==> config.mk <==
export PLATFORM = sky130hd
export DESIGN_NAME = stepper_phase_decoder
export DESIGN_NICKNAME = d
export VERILOG_FILES = /design/src/rtl/stepper_pkg.sv /design/src/rtl/phase_sync_filter.sv /design/src/rtl/stepper_phase_decoder.sv
export SDC_FILE = /design/constraint.sdc
export NUM_CORES = 1
export LEC_CHECK = 0
export BUFFER_PORTS_ARGS = -buffer_cell sky130_fd_sc_hd__clkbuf_2
export CAP_MARGIN = 20
export CORE_MARGIN = 2
export CORE_UTILIZATION = 35
export CTS_CLUSTER_SIZE = 8
export DETAILED_ROUTE_END_ITERATION = 16
export GPL_TIMING_DRIVEN = 1
export SLEW_MARGIN = 15
export SYNTH_ARGS = -nofsm -noshare
export SYNTH_HDL_FRONTEND = slang
export SYNTH_HIERARCHICAL = 1
export SYNTH_SLANG_ARGS = --single-unit
==> constraint.sdc <==
create_clock -name CLK50MHZ -period 5 [get_ports CLK50MHZ]
set_input_delay 0.5 -clock CLK50MHZ [delete_from_list [all_inputs] [get_ports CLK50MHZ]]
set_output_delay 0.5 -clock CLK50MHZ [all_outputs]
set_load 0.01 [all_outputs]
==> src/rtl/stepper_pkg.sv <==
// Shared half-step phase table for the 4-wire stepper interface, pin order {A,B,C,D} = JA1..JA4.
// The driver side uses the same constants.
package stepper_pkg;

    localparam int unsigned PHASE_W = 4;
    localparam int unsigned IDX_W   = 3;

    localparam logic [PHASE_W-1:0] PHASE_IDLE = 4'b0000;
    localparam logic [PHASE_W-1:0] PHASE_0    = 4'b0100;
    localparam logic [PHASE_W-1:0] PHASE_1    = 4'b0101;
    localparam logic [PHASE_W-1:0] PHASE_2    = 4'b0001;
    localparam logic [PHASE_W-1:0] PHASE_3    = 4'b1001;
    localparam logic [PHASE_W-1:0] PHASE_4    = 4'b1000;
    localparam logic [PHASE_W-1:0] PHASE_5    = 4'b1010;
    localparam logic [PHASE_W-1:0] PHASE_6    = 4'b0010;
    localparam logic [PHASE_W-1:0] PHASE_7    = 4'b0110;

    typedef enum logic {
        DEC_UNLOCKED = 1'b0,
        DEC_LOCKED   = 1'b1
    } dec_state_e;

    typedef struct packed {
        logic             valid;
        logic [IDX_W-1:0] idx;
    } phase_lookup_t;

    // Reverse table lookup: pattern -> half-step index, valid only for the 8 table entries.
    function automatic phase_lookup_t phase_lookup(input logic [PHASE_W-1:0] pattern);
        phase_lookup_t res;
        res.valid = 1'b1;
        res.idx   = 3'd0;
        case (pattern)
            PHASE_0: res.idx = 3'd0;
            PHASE_1: res.idx = 3'd1;
            PHASE_2: res.idx = 3'd2;
            PHASE_3: res.idx = 3'd3;
            PHASE_4: res.idx = 3'd4;
            PHASE_5: res.idx = 3'd5;
            PHASE_6: res.idx = 3'd6;
            PHASE_7: res.idx = 3'd7;
            default: res.valid = 1'b0;
        endcase
        return res;
    endfunction

endpackage

==> src/rtl/phase_sync_filter.sv <==
// Two-flop synchronizer plus stability filter: a synced pattern is accepted once after holding
// GLITCH_CYCLES consecutive clocks, and never twice in a row.
module phase_sync_filter #(
    parameter int unsigned GLITCH_CYCLES = 16
) (
    input  logic       clk,
    input  logic       rst_n,
    input  logic [3:0] phase_i,
    output logic [3:0] pattern_o,
    output logic       accept_o
);
    import stepper_pkg::*;

    localparam int unsigned CNT_W = (GLITCH_CYCLES > 1) ? $clog2(GLITCH_CYCLES) : 1;

    logic [PHASE_W-1:0] sync1_q, sync2_q;
    logic [PHASE_W-1:0] cand_q, cand_d;
    logic [PHASE_W-1:0] acc_q, acc_d;
    logic [CNT_W-1:0]   cnt_q, cnt_d;
    logic               accept_q, accept_d;

    always_ff @(posedge clk or negedge rst_n) begin
        if (!rst_n) begin
            sync1_q  <= PHASE_IDLE;
            sync2_q  <= PHASE_IDLE;
            cand_q   <= PHASE_IDLE;
            acc_q    <= PHASE_IDLE;
            cnt_q    <= '0;
            accept_q <= 1'b0;
        end else begin
            sync1_q  <= phase_i;
            sync2_q  <= sync1_q;
            cand_q   <= cand_d;
            acc_q    <= acc_d;
            cnt_q    <= cnt_d;
            accept_q <= accept_d;
        end
    end

    // cnt_q holds the number of clocks the candidate has been stable; comparing against the last
    // accepted pattern suppresses re-acceptance after a glitch returns to the held value.
    always_comb begin
        cand_d   = cand_q;
        acc_d    = acc_q;
        cnt_d    = cnt_q;
        accept_d = 1'b0;
        if (sync2_q != cand_q) begin
            cand_d = sync2_q;
            cnt_d  = CNT_W'(1);
            if ((GLITCH_CYCLES <= 1) && (sync2_q != acc_q)) begin
                accept_d = 1'b1;
                acc_d    = sync2_q;
            end
        end else if (cand_q != acc_q) begin
            if (cnt_q == CNT_W'(GLITCH_CYCLES - 1)) begin
                accept_d = 1'b1;
                acc_d    = cand_q;
            end else begin
                cnt_d = cnt_q + CNT_W'(1);
            end
        end
    end

    assign pattern_o = acc_q;
    assign accept_o  = accept_q;

endmodule

==> src/rtl/stepper_phase_decoder.sv <==
// Half-step stepper phase decoder: step/direction/position tracking with sticky error flags.
// Optional step-period measurement enabled by macro STEPPER_DEC_RATE_EN.
module stepper_phase_decoder #(
    parameter int unsigned GLITCH_CYCLES = 16,
    parameter int unsigned POS_W         = 32,
    parameter int unsigned PER_W         = 24
) (
    input  logic             CLK50MHZ,
    input  logic             RESETN,
    input  logic [3:0]       phase_in,
    input  logic             pos_clr,
    input  logic             err_clr,
    output logic             step_pulse,
    output logic             dir,
    output logic             locked,
    output logic [POS_W-1:0] position,
    output logic             err_illegal,
    output logic             err_skip,
    output logic [PER_W-1:0] period,
    output logic             period_valid
);
    import stepper_pkg::*;

    logic [PHASE_W-1:0] pattern;
    logic               accept;

    phase_sync_filter #(
        .GLITCH_CYCLES (GLITCH_CYCLES)
    ) u_filter (
        .clk       (CLK50MHZ),
        .rst_n     (RESETN),
        .phase_i   (phase_in),
        .pattern_o (pattern),
        .accept_o  (accept)
    );

    dec_state_e       state_q, state_d;
    logic [IDX_W-1:0] idx_q, idx_d;
    logic [POS_W-1:0] pos_q, pos_d;
    logic             step_q, step_d;
    logic             dir_q, dir_d;
    logic             ill_q, ill_d;
    logic             skip_q, skip_d;
    phase_lookup_t    lk;
    logic [IDX_W-1:0] delta;

    always_ff @(posedge CLK50MHZ or negedge RESETN) begin
        if (!RESETN) begin
            state_q <= DEC_UNLOCKED;
            idx_q   <= '0;
            pos_q   <= '0;
            step_q  <= 1'b0;
            dir_q   <= 1'b0;
            ill_q   <= 1'b0;
            skip_q  <= 1'b0;
        end else begin
            state_q <= state_d;
            idx_q   <= idx_d;
            pos_q   <= pos_d;
            step_q  <= step_d;
            dir_q   <= dir_d;
            ill_q   <= ill_d;
            skip_q  <= skip_d;
        end
    end

    // Decode one accepted pattern; new errors override err_clr, pos_clr overrides a step.
    always_comb begin
        state_d = state_q;
        idx_d   = idx_q;
        pos_d   = pos_q;
        step_d  = 1'b0;
        dir_d   = dir_q;
        ill_d   = ill_q & ~err_clr;
        skip_d  = skip_q & ~err_clr;
        lk      = phase_lookup(pattern);
        delta   = lk.idx - idx_q;
        if (accept) begin
            if (pattern == PHASE_IDLE) begin
                state_d = DEC_UNLOCKED;
            end else if (!lk.valid) begin
                ill_d   = 1'b1;
                state_d = DEC_UNLOCKED;
            end else if (state_q == DEC_UNLOCKED) begin
                state_d = DEC_LOCKED;
                idx_d   = lk.idx;
            end else begin
                idx_d = lk.idx;
                if (delta == 3'd1) begin
                    step_d = 1'b1;
                    dir_d  = 1'b0;
                    pos_d  = pos_q + POS_W'(1);
                end else if (delta == 3'd7) begin
                    step_d = 1'b1;
                    dir_d  = 1'b1;
                    pos_d  = pos_q - POS_W'(1);
                end else begin
                    skip_d = 1'b1;
                end
            end
        end
        if (pos_clr) begin
            pos_d = '0;
        end
    end

    assign step_pulse  = step_q;
    assign dir         = dir_q;
    assign locked      = (state_q == DEC_LOCKED);
    assign position    = pos_q;
    assign err_illegal = ill_q;
    assign err_skip    = skip_q;

`ifdef STEPPER_DEC_RATE_EN
    logic [PER_W-1:0] cyc_q, cyc_d;
    logic [PER_W-1:0] per_q, per_d;
    logic             pv_q, pv_d;
    logic             seen_q, seen_d;

    always_ff @(posedge CLK50MHZ or negedge RESETN) begin
        if (!RESETN) begin
            cyc_q  <= '0;
            per_q  <= '0;
            pv_q   <= 1'b0;
            seen_q <= 1'b0;
        end else begin
            cyc_q  <= cyc_d;
            per_q  <= per_d;
            pv_q   <= pv_d;
            seen_q <= seen_d;
        end
    end

    // First step after lock only starts the interval; the second yields a real period.
    always_comb begin
        cyc_d  = (cyc_q == {PER_W{1'b1}}) ? cyc_q : cyc_q + PER_W'(1);
        per_d  = per_q;
        pv_d   = pv_q;
        seen_d = seen_q;
        if (step_d) begin
            per_d  = cyc_q;
            cyc_d  = PER_W'(1);
            seen_d = 1'b1;
            if (seen_q) begin
                pv_d = 1'b1;
            end
        end
        if (state_d != DEC_LOCKED) begin
            pv_d   = 1'b0;
            seen_d = 1'b0;
        end
    end

    assign period       = per_q;
    assign period_valid = pv_q;
`else
    assign period       = '0;
    assign period_valid = 1'b0;
`endif

endmodule

# After elaboration in Yosys (flattened, before gate mapping)
# Cells that the tools add are included.
[totals] in_bits=8 regBits=61
[op_classes] eq_ne=15 muxes=34 n_reduce_logical=13 addsub=4 bitwise_logic=5
[ops] cell="$mux 32" n=7
[ops] cell="$add 32x1->32 const B" n=1
[ops] cell="$sub 32x1->32 const B" n=1
[ops] cell="$mux 1" n=23
[ops] cell="$pmux 3 s7" n=1
[ops] cell="$eq 4x4->1 const B" n=4
[ops] cell="$eq 4x3->1 const B" n=3
[ops] cell="$mux 4" n=3
[ops] cell="$reduce_and 5->1" n=2
[ops] cell="$reduce_bool 2->1" n=5
[ops] cell="$ne 4x4->1" n=2
[ops] cell="$reduce_or 8->1" n=1
[ops] cell="$reduce_and 3->1" n=2
[ops] cell="$add 4x1->4 const B" n=1
[ops] cell="$eq 4x1->1 const B" n=1
[ops] cell="$eq 4x2->1 const B" n=1
[ops] cell="$logic_not 4->1" n=1
[ops] cell="$eq 3x1->1 const B" n=1
[ops] cell="$eq 3x3->1 const B" n=1
[ops] cell="$not 1->1" n=3
[ops] cell="$reduce_bool 3->1" n=1
[ops] cell="$sub 3x3->3" n=1
[ops] cell="$and 1x1->1" n=2
[ops] cell="$ne 2x1->1 const B" n=1
[ops] cell="2 further kinds" n=2

# Depth between registers and ports, before layout
# Gate-level depths: netlist of the first run.
[logic_depth] word_depth=11 ltp_mapped=19

# Modules after synthesis
# Netlist of the first run, hierarchy kept.
[modules_own_cells] module="stepper_phase_decoder" cells_each=461 area_each_um2=3763.6 instances=1
[modules_own_cells] module="phase_sync_filter" cells_each=57 area_each_um2=802.0 instances=1

# Least setup slack after synthesis of the first run
# No wires, ideal clock.
[synth_path] path_type="register to register" from="register u_filter.acc_q[1], in the netlist u_filter/pattern_o[1]" to="register pos_q[29], in the netlist position[29]" stages_incl_launch_ff=19 required_time_ps=4876 slack_ps=77 t_arrival_ps=4800 path_buffers=1 path_cell_list="dfrtp_1 -> buf_2 -> xor2_1 -> nand3_1 -> ha_1 -> fa_1 -> xnor2_1 -> xnor2_1 -> nor3b_1 -> inv_1 -> ha_1 -> a21o_1 -> a21o_1 -> a221oi_1 -> nor3b_2 -> a21oi_1 -> nor3_1 -> nor4_1 -> a211o_1"
[synth_via] elab_chain_cells=10 word_cells_on_any_way=25
[synth_lines] element="start, declared" line="phase_sync_filter.sv:18" text="logic [PHASE_W-1:0] acc_q, acc_d;"
[synth_lines] element="start signal, assigned" line="phase_sync_filter.sv:27" text="acc_q <= PHASE_IDLE;"
[synth_lines] element="start signal, assigned" line="phase_sync_filter.sv:34" text="acc_q <= acc_d;"
[synth_lines] element="$eq 4x3->1 (tied with other cells)" line="stepper_pkg.sv:33" text="case (pattern)"
[synth_lines] element="$pmux 3 s7" line="stepper_pkg.sv:33"
[synth_lines] element="$sub 3x3->3" line="stepper_phase_decoder.sv:77" text="delta = lk.idx - idx_q;"
[synth_lines] element="$eq 3x1->1" line="stepper_phase_decoder.sv:89" text="if (delta == 3'd1) begin"
[synth_lines] element="$mux 32" line="stepper_phase_decoder.sv:89"
[synth_lines] element="$mux 32" line="stepper_phase_decoder.sv:84" text="end else if (state_q == DEC_UNLOCKED) begin"
[synth_lines] element="$mux 32" line="stepper_phase_decoder.sv:81" text="end else if (!lk.valid) begin"
[synth_lines] element="$mux 32" line="stepper_phase_decoder.sv:79" text="if (pattern == PHASE_IDLE) begin"
[synth_lines] element="$mux 32" line="stepper_phase_decoder.sv:78" text="if (accept) begin"
[synth_lines] element="$mux 32" line="stepper_phase_decoder.sv:102" text="if (pos_clr) begin"
[synth_lines] element="end signal, assigned" line="stepper_phase_decoder.sv:59" text="pos_q <= pos_d;"
[synth_lines] element="end, declared" line="stepper_phase_decoder.sv:39" text="logic [POS_W-1:0] pos_q, pos_d;"
# Parallel ways exist; a longest one is shown, timed or not. The select of a mux whose other input is x is not followed.
# A chain may end at the register's enable or synchronous reset.

# Final worst setup path of the first run
[layout_path] from="register u_filter.acc_q[0], in the netlist u_filter/pattern_o[0]" to="register pos_q[29], in the netlist position[29]"
# The elaborated chain is that of the path after synthesis.

==> flow_summary.json, run 1 <==
{
  "worst_pin_slew_ns": 0.792,
  "hold_depth": 1,
  "portBuffers": 44,
  "final_cell_mix": "nand2_1, dfrtp_1, a21oi_1",
  "pin_count": 70,
  "synth_area_sq_um": 4570,
  "final_common_cell": "nand2_1",
  "cts_tree": "yes",
  "r2r_cells": 18,
  "async_reset_ff_share_pct": 100,
  "cts_htree_levels": 3,
  "skew_ns": 0.00704,
  "relSlewSlack_pct": 47.2,
  "fin_tns_setup_ns": 0,
  "drv_cap": 0,
  "grt_remaining_overflow": 0,
  "hold_viol": 0,
  "p_total_mw": 1.22,
  "slew_viol_final": 0,
  "grt_pass1_vias": 3849,
  "drt-initial-drc-count": 182,
  "root_buffer": "clkbuf_16",
  "synthToLayoutAreaGrowth_pct": 14.3,
  "drt-total-wl_um": 10700,
  "cp-start-kind": "flop",
  "cp_max_fo": 9,
  "yosysTopAreaCell": "dfrtp_1",
  "setup_violations": 0,
  "arrival_ns": 4.81,
  "synthAdderAreaFrac_pct": 11.6,
  "numClockSinks": 61,
  "dp_cells": 721,
  "max-clock-path-buffers": 2,
  "ys_types": 67,
  "place.detailed.hpwl_um": 7800,
  "required_ns": 5.22,
  "vias": 3905,
  "outcome": "completed",
  "end_kind": "flop",
  "clkLatencyLatePin_ns": 0.33,
  "postLayoutSetupSlackWorst_ns": 0.409,
  "synth-simple-area-share_pct": 17.5,
  "synth-seq-cells": 61,
  "period_minus_slack_ns": 4.59,
  "grt_pass1_wl_um": 18400,
  "synth_top_area_share_pct": 33.4,
  "synth.avg_cell_area_sq_um": 8.81,
  "grt_max_degree": 62,
  "powerDensity_nw_per_um2": 234,
  "rows": 41,
  "track_usage_pct": 16.0,
  "crit_type": "flop to flop",
  "synth_ff_type": "dfrtp_1",
  "hp-class": "primary input to flop",
  "post-route-util_pct": 41.2,
  "wl_per_cell_um": 14.6,
  "antenna_found_initial": 0,
  "cts_setup_buffers": 0,
  "synth_compound_area_share_pct": 21.2,
  "start_util_pct": 36.0,
  "place_area_sq_um": 4870,
  "clock.fmax_mhz": 218,
  "synthMuxAreaShare_pct": 2.36,
  "netlist_instances": 518,
  "n_antenna_cell": 0,
  "die_area_sq_um": 14000,
  "nNetsFinal": 609,
  "fin_area_sq_um": 5220,
  "hold-worst-slack_ns": 0.270,
  "synth_xor_xnor_area_share_pct": 6.06,
  "grt_setup_unrepaired": "false",
  "ir_drop_v": 0.000120,
  "routed_via_density": 5.30,
  "die_x_um": 118,
  "drive_gt1_share_pct": 16.3,
  "clk_pin_slew_worst_paths_ns": 0.06,
  "power.leakage_nw": 2.55,
  "gp_congestion": 0.899,
  "synth.area.top_cells": "dfrtp_1, ha_1, a21oi_1, nand2_1, buf_4",
  "dr.pass1.iters": 5,
  "core_sq_um": 12700,
  "synth_edf_count": 0,
  "cts_buffers": 9,
  "drc": 0,
  "finalNonFillerCells": 737,
  "antenna_left": 0,
  "ys_seq_area_share_pct": 33.4,
  "place_ws_ns": 0.308,
  "fin_crit_sh_pct": 91.8,
  "die_height_um": 118,
  "cts_hold_buf": 0,
  "synth_top_family_by_area": "compound AO/OA/AOI/OAI gates",
  "synth_warnings": 6
}
-- cell type report --
type / instances / area [sq um]
clock buffer: 9 / 225
inverter: 13 / 48.8
clock inverter: 7 / 98.8
timing repair buffer: 56 / 310
sequential: 61 / 1530
tap: 172 / 215
multi-input combinational: 419 / 2790
fill: 1266 / 7450
-- sequential cells by signal, summed over array words and instances (netlist names) --
register,count
u_filter/sync1_q,4
u_filter/accept_o,1
err_skip,1
u_filter/cnt_q,4
u_filter/cand_q,4
step_pulse,1
dir,1
position,32
err_illegal,1
u_filter/pattern_o,4
locked,1
idx_q,3
u_filter/sync2_q,4
-- final timing paths --
path | end | slack (ns) | from
worst max register to register | position[29] | 0.41 | u_filter/pattern_o[0]
worst min-delay path | u_filter/sync1_q[1] | 0.27 | phase_in[1]
worst min register to register | u_filter/sync2_q[3] | 0.35 | u_filter/sync1_q[3]
min in group asynchronous | position[19] | 0.33 | RESETN
max in group asynchronous | position[0] | 4.14 | RESETN
worst max-delay path | position[29] | 0.41 | u_filter/pattern_o[0]
-- worst max-delay path: stages (launching register included) --
cell and delay [ns]:
dfrtp_1 0.48, xor2_1 0.18, nand3_1 0.10, ha_1 0.19, fa_1 0.38, xnor2_1 0.27, xnor2_1 0.13, nor3b_2 0.23
inv_1 0.08, buf_4 0.18, ha_1 0.37, a21o_1 0.19, a21o_1 0.17, a221oi_1 0.40, nor3b_4 0.33, a21oi_1 0.14
nor3_1 0.29, nor4_1 0.09, a211o_1 0.26
-- routing by layer --
| metal | GRT usage, % | share of wire [%] |
|---|---|---|
| met5 | 0 | 0 |
| met4 | 8.28 | 2.7 |
| met3 | 2.36 | 4.0 |
| met2 | 24.8 | 45 |
| met1 | 21.5 | 48 |
-- power breakdown --
part	internal, mW	switching, mW	leakage (nW)
combinational	0.00758	0.0300	1.58
sequential	0.500	0.00431	0.820
clock	0.438	0.240	0.156
total	0.946	0.275	2.55
-- cell families (layout without fill, tap and decap cells) --
group | count (synthesis) | count (layout)
compound gates | 152 | 152
simple gates | 161 | 161
other cells | 1 | 25
fa+ha+maj | 41 | 41
mux | 10 | 10
xor+xnor | 30 | 30
buf+inv | 62 | 85
flops | 61 | 61
-- Yosys cell counts, drive strengths merged (3+ instances only) --
cell and number:
nand2 68, o31a 3, a31oi 6, xnor2 16, nand3b 4, and2 3
a21o 11, o211ai 5, o21ai 25, o21a 4, nor3b 3, and3 9
buf 36, clkbuf 13, nand3 17, or3 3, nor2 22, nor3 5
xor2 13, dfrtp 61, o31ai 4, or2 4, nor4 5, nand4 6
nand2b 4, a21oi 60, o21bai 5, inv 13, a211oi 6, mux2 6
mux2i 4, ha 39
-- repair_timing --
action                                  in CTS  in global routing
endpoints found under the setup margin       0                  7
resized for setup                            0                  5
hold endpoints to repair                     0                  0
No activity file was read; power rests on OpenSTA's default activity.
==> run 2: changes to the inputs <==
--- a/config.mk
+++ b/config.mk
@@ -15,5 +15,4 @@
 export SLEW_MARGIN = 15
 export SYNTH_ARGS = -nofsm -noshare
 export SYNTH_HDL_FRONTEND = slang
-export SYNTH_HIERARCHICAL = 1
 export SYNTH_SLANG_ARGS = --single-unit
==> run 2 against run 1 <==
Net effect:
- non-clock buffer count shrank 2
- setup slack lost 0.20 ns
- register-to-register slack lost 0.20 ns
- synthesized cell count grew 0.58%
- clock skew shrank 0.0028 ns
- sequential power is essentially flat
- largest cell class unchanged
==> flow_summary.json, run 2 <==
{
  "grt_remaining_overflow": 0,
  "synth_edf_count": 0,
  "core_sq_um": 12600,
  "worst_pin_slew_ns": 1.02,
  "grt_pass1_vias": 3660,
  "synth.avg_cell_area_sq_um": 8.64,
  "period_minus_slack_ns": 4.79,
  "die_height_um": 117,
  "place.detailed.hpwl_um": 7580,
  "drc": 0,
  "outcome": "completed",
  "drt-total-wl_um": 10400,
  "fill_cells": 1255,
  "final_common_cell": "nand2_1",
  "yosysTopAreaCell": "dfrtp_1",
  "end_kind": "flop",
  "cp-start-kind": "flop",
  "vias": 3800,
  "cts_htree_levels": 3,
  "fin_tns_setup_ns": 0,
  "synth_ff_type": "dfrtp_1",
  "skew_ns": 0.00421,
  "synthToLayoutAreaGrowth_pct": 17.1,
  "max-clock-path-buffers": 2,
  "grt_setup_unrepaired": "true",
  "ir_drop_v": 0.000191,
  "netlist_instances": 521,
  "yosysMostFrequentCell": "nand2_1",
  "n_antenna_cell": 0,
  "synth_commonest_cells": "nand2_1, a21oi_1, dfrtp_1",
  "synth.area.top_cells": "dfrtp_1, ha_1, nand2_1, a21oi_1, xnor2_1",
  "antenna_found_initial": 0,
  "portBuffers": 44,
  "hold_viol": 0,
  "clkLatencyLatePin_ns": 0.34,
  "rrSetupSlack_ns": 0.21,
  "relSlewSlack_pct": 31.8,
  "power.leakage_nw": 2.56,
  "setup_violations": 0,
  "grt_max_degree": 62,
  "hold-worst-slack_ns": 0.266,
  "reg2reg_to": "position[28]",
  "grt_pass1_wl_um": 17500,
  "synth-seq-cells": 61,
  "crit_path_start": "u_filter.pattern_o[2]",
  "drive_gt1_share_pct": 17.1,
  "track_usage_pct": 15.4,
  "ys_types": 61,
  "crit_type": "flop to flop",
  "powerDensity_nw_per_um2": 239,
  "arrival_ns": 5.06,
  "cp_max_fo": 39,
  "slew_viol_final": 0,
  "fin_crit_sh_pct": 95.7,
  "drt-initial-drc-count": 210,
  "hp-class": "primary input to flop",
  "root_buffer": "clkbuf_16",
  "clk_pin_slew_worst_paths_ns": 0.05,
  "postLayoutSetupSlackWorst_ns": 0.213,
  "place_ws_ns": 0.0519,
  "pin_count": 70,
  "start_util_pct": 35.8,
  "die_area_sq_um": 13800,
  "timing.rr.start": "u_filter.pattern_o[2]",
  "largest_reg_flops": 32,
  "synth_area_sq_um": 4500,
  "drv_cap": 0,
  "cts_buffers": 9,
  "antenna_left": 0,
  "ys_seq_area_share_pct": 33.9,
  "die_x_um": 117,
  "rows": 41,
  "clock.fmax_mhz": 209,
  "required_ns": 5.27,
  "synth_warnings": 0,
  "gp_congestion": 0.940,
  "crit_end": "position[28]",
  "synth_top_area_share_pct": 33.9,
  "dr.pass1.iters": 4,
  "async_reset_ff_share_pct": 100,
  "wl_per_cell_um": 14.1,
  "nNetsFinal": 611,
  "numClockSinks": 61,
  "routed_via_density": 5.14,
  "final_cell_mix": "nand2_1, a21oi_1, dfrtp_1",
  "r2r_cells": 17,
  "cts_hold_buf": 0,
  "cts_tree": "yes"
}
[run 2: changes by cell type after synthesis, moves of 4 or more]
cell	delta
clkbuf_1	+4
o21ai_0	-7
nor3_1	+6
and2_1	+4
and3_1	-7
o21bai_1	-5
xnor2_1	+11
nand4_1	+4
nand2_1	+18
nand3_1	-9
[run 2: stage by stage]
step / util, % / area, sq um / power [mW] / cells
2_1_floorplan: - / 4640 / 0.547 / 545
3_3_place_gp: 38.7 / 4870 / 0.548 / 723
3_5_place_dp: 38.7 / 4870 / 0.549 / 723
4_1_cts: 41.5 / 5210 / 1.28 / 739
5_1_grt: 41.9 / 5270 / 1.31 / 739
6_report: 41.9 / 5270 / 1.26 / 739
[run 2: worst min path at each step]
stage                        start                  end  slack [ns]  depth (start not counted)
2_1_floorplan               RESETN                  dir        0.20                          0
3_3_place_gp   u_filter.sync1_q[3]  u_filter.sync2_q[3]        0.34                          0
3_5_place_dp   u_filter.sync1_q[1]  u_filter.sync2_q[1]        0.34                          0
4_1_cts                phase_in[0]  u_filter.sync1_q[0]        0.26                          1
5_1_grt                phase_in[0]  u_filter.sync1_q[0]        0.26                          1
6_report               phase_in[0]  u_filter.sync1_q[0]        0.27                          1
[run 2: cell families after synthesis]
group,Yosys count,synth area share (%)
other,1,0.0833
multiplexers,4,0.973
XOR/XNOR,39,7.59
AO/OA/AOI/OAI,141,20.2
flip-flops,61,33.9
adder cells (fa/ha/maj),41,11.7
AND/OR/NAND/NOR,175,18.4
buffers and inverters,59,7.14
[run 2: timing repair]
item                                    4_1_cts  5_1_grt
buffers inserted                              0        0
gates resized for setup                       1       12
endpoints found under the setup margin        1        8
[run 2: layout make-up]
class / instances / area [sq um] / share of cell area (%)
Tap cell: 172 / 215 / 4.08
Sequential cell: 61 / 1530 / 29.0
Clock buffer: 10 / 229 / 4.34
Inverter: 11 / 41.3 / 0.783
Timing Repair Buffer: 54 / 308 / 5.84
Multi-Input combinational cell: 425 / 2840 / 53.9
Clock inverter: 6 / 111 / 2.11
[run 2: metal layers]
layer	global-route usage (%)	part of all wire [%]	up-vias
li1	-	-	1881
met1	19.3	46	1827
met2	25.8	48	74
met3	3.79	4.4	18
met4	5.42	1.7	0
met5	0	0	-
[run 2: worst max-delay path, cell delays in order, from the launching register on]
cell and delay [ns]:
dfrtp_1 0.43, and2_4 0.20, or4_4 0.53, ha_4 0.17
fa_2 0.34, xor2_2 0.16, xnor2_2 0.22, nand3b_1 0.17
buf_12 0.22, ha_2 0.40, nand2_1 0.10, a2111oi_4 0.40
nor2_2 0.07, a31o_1 0.25, a41o_1 0.26, o31a_1 0.29
or4_1 0.39, nand3_1 0.08
[run 2: where the power goes]
part / internal [mW] / switching [mW] / leakage, nW / total, mW
Clock: 0.486 / 0.233 / 0.163 / 0.719
Sequential: 0.500 / 0.00449 / 0.820 / 0.504
Combinational: 0.00810 / 0.0267 / 1.58 / 0.0348
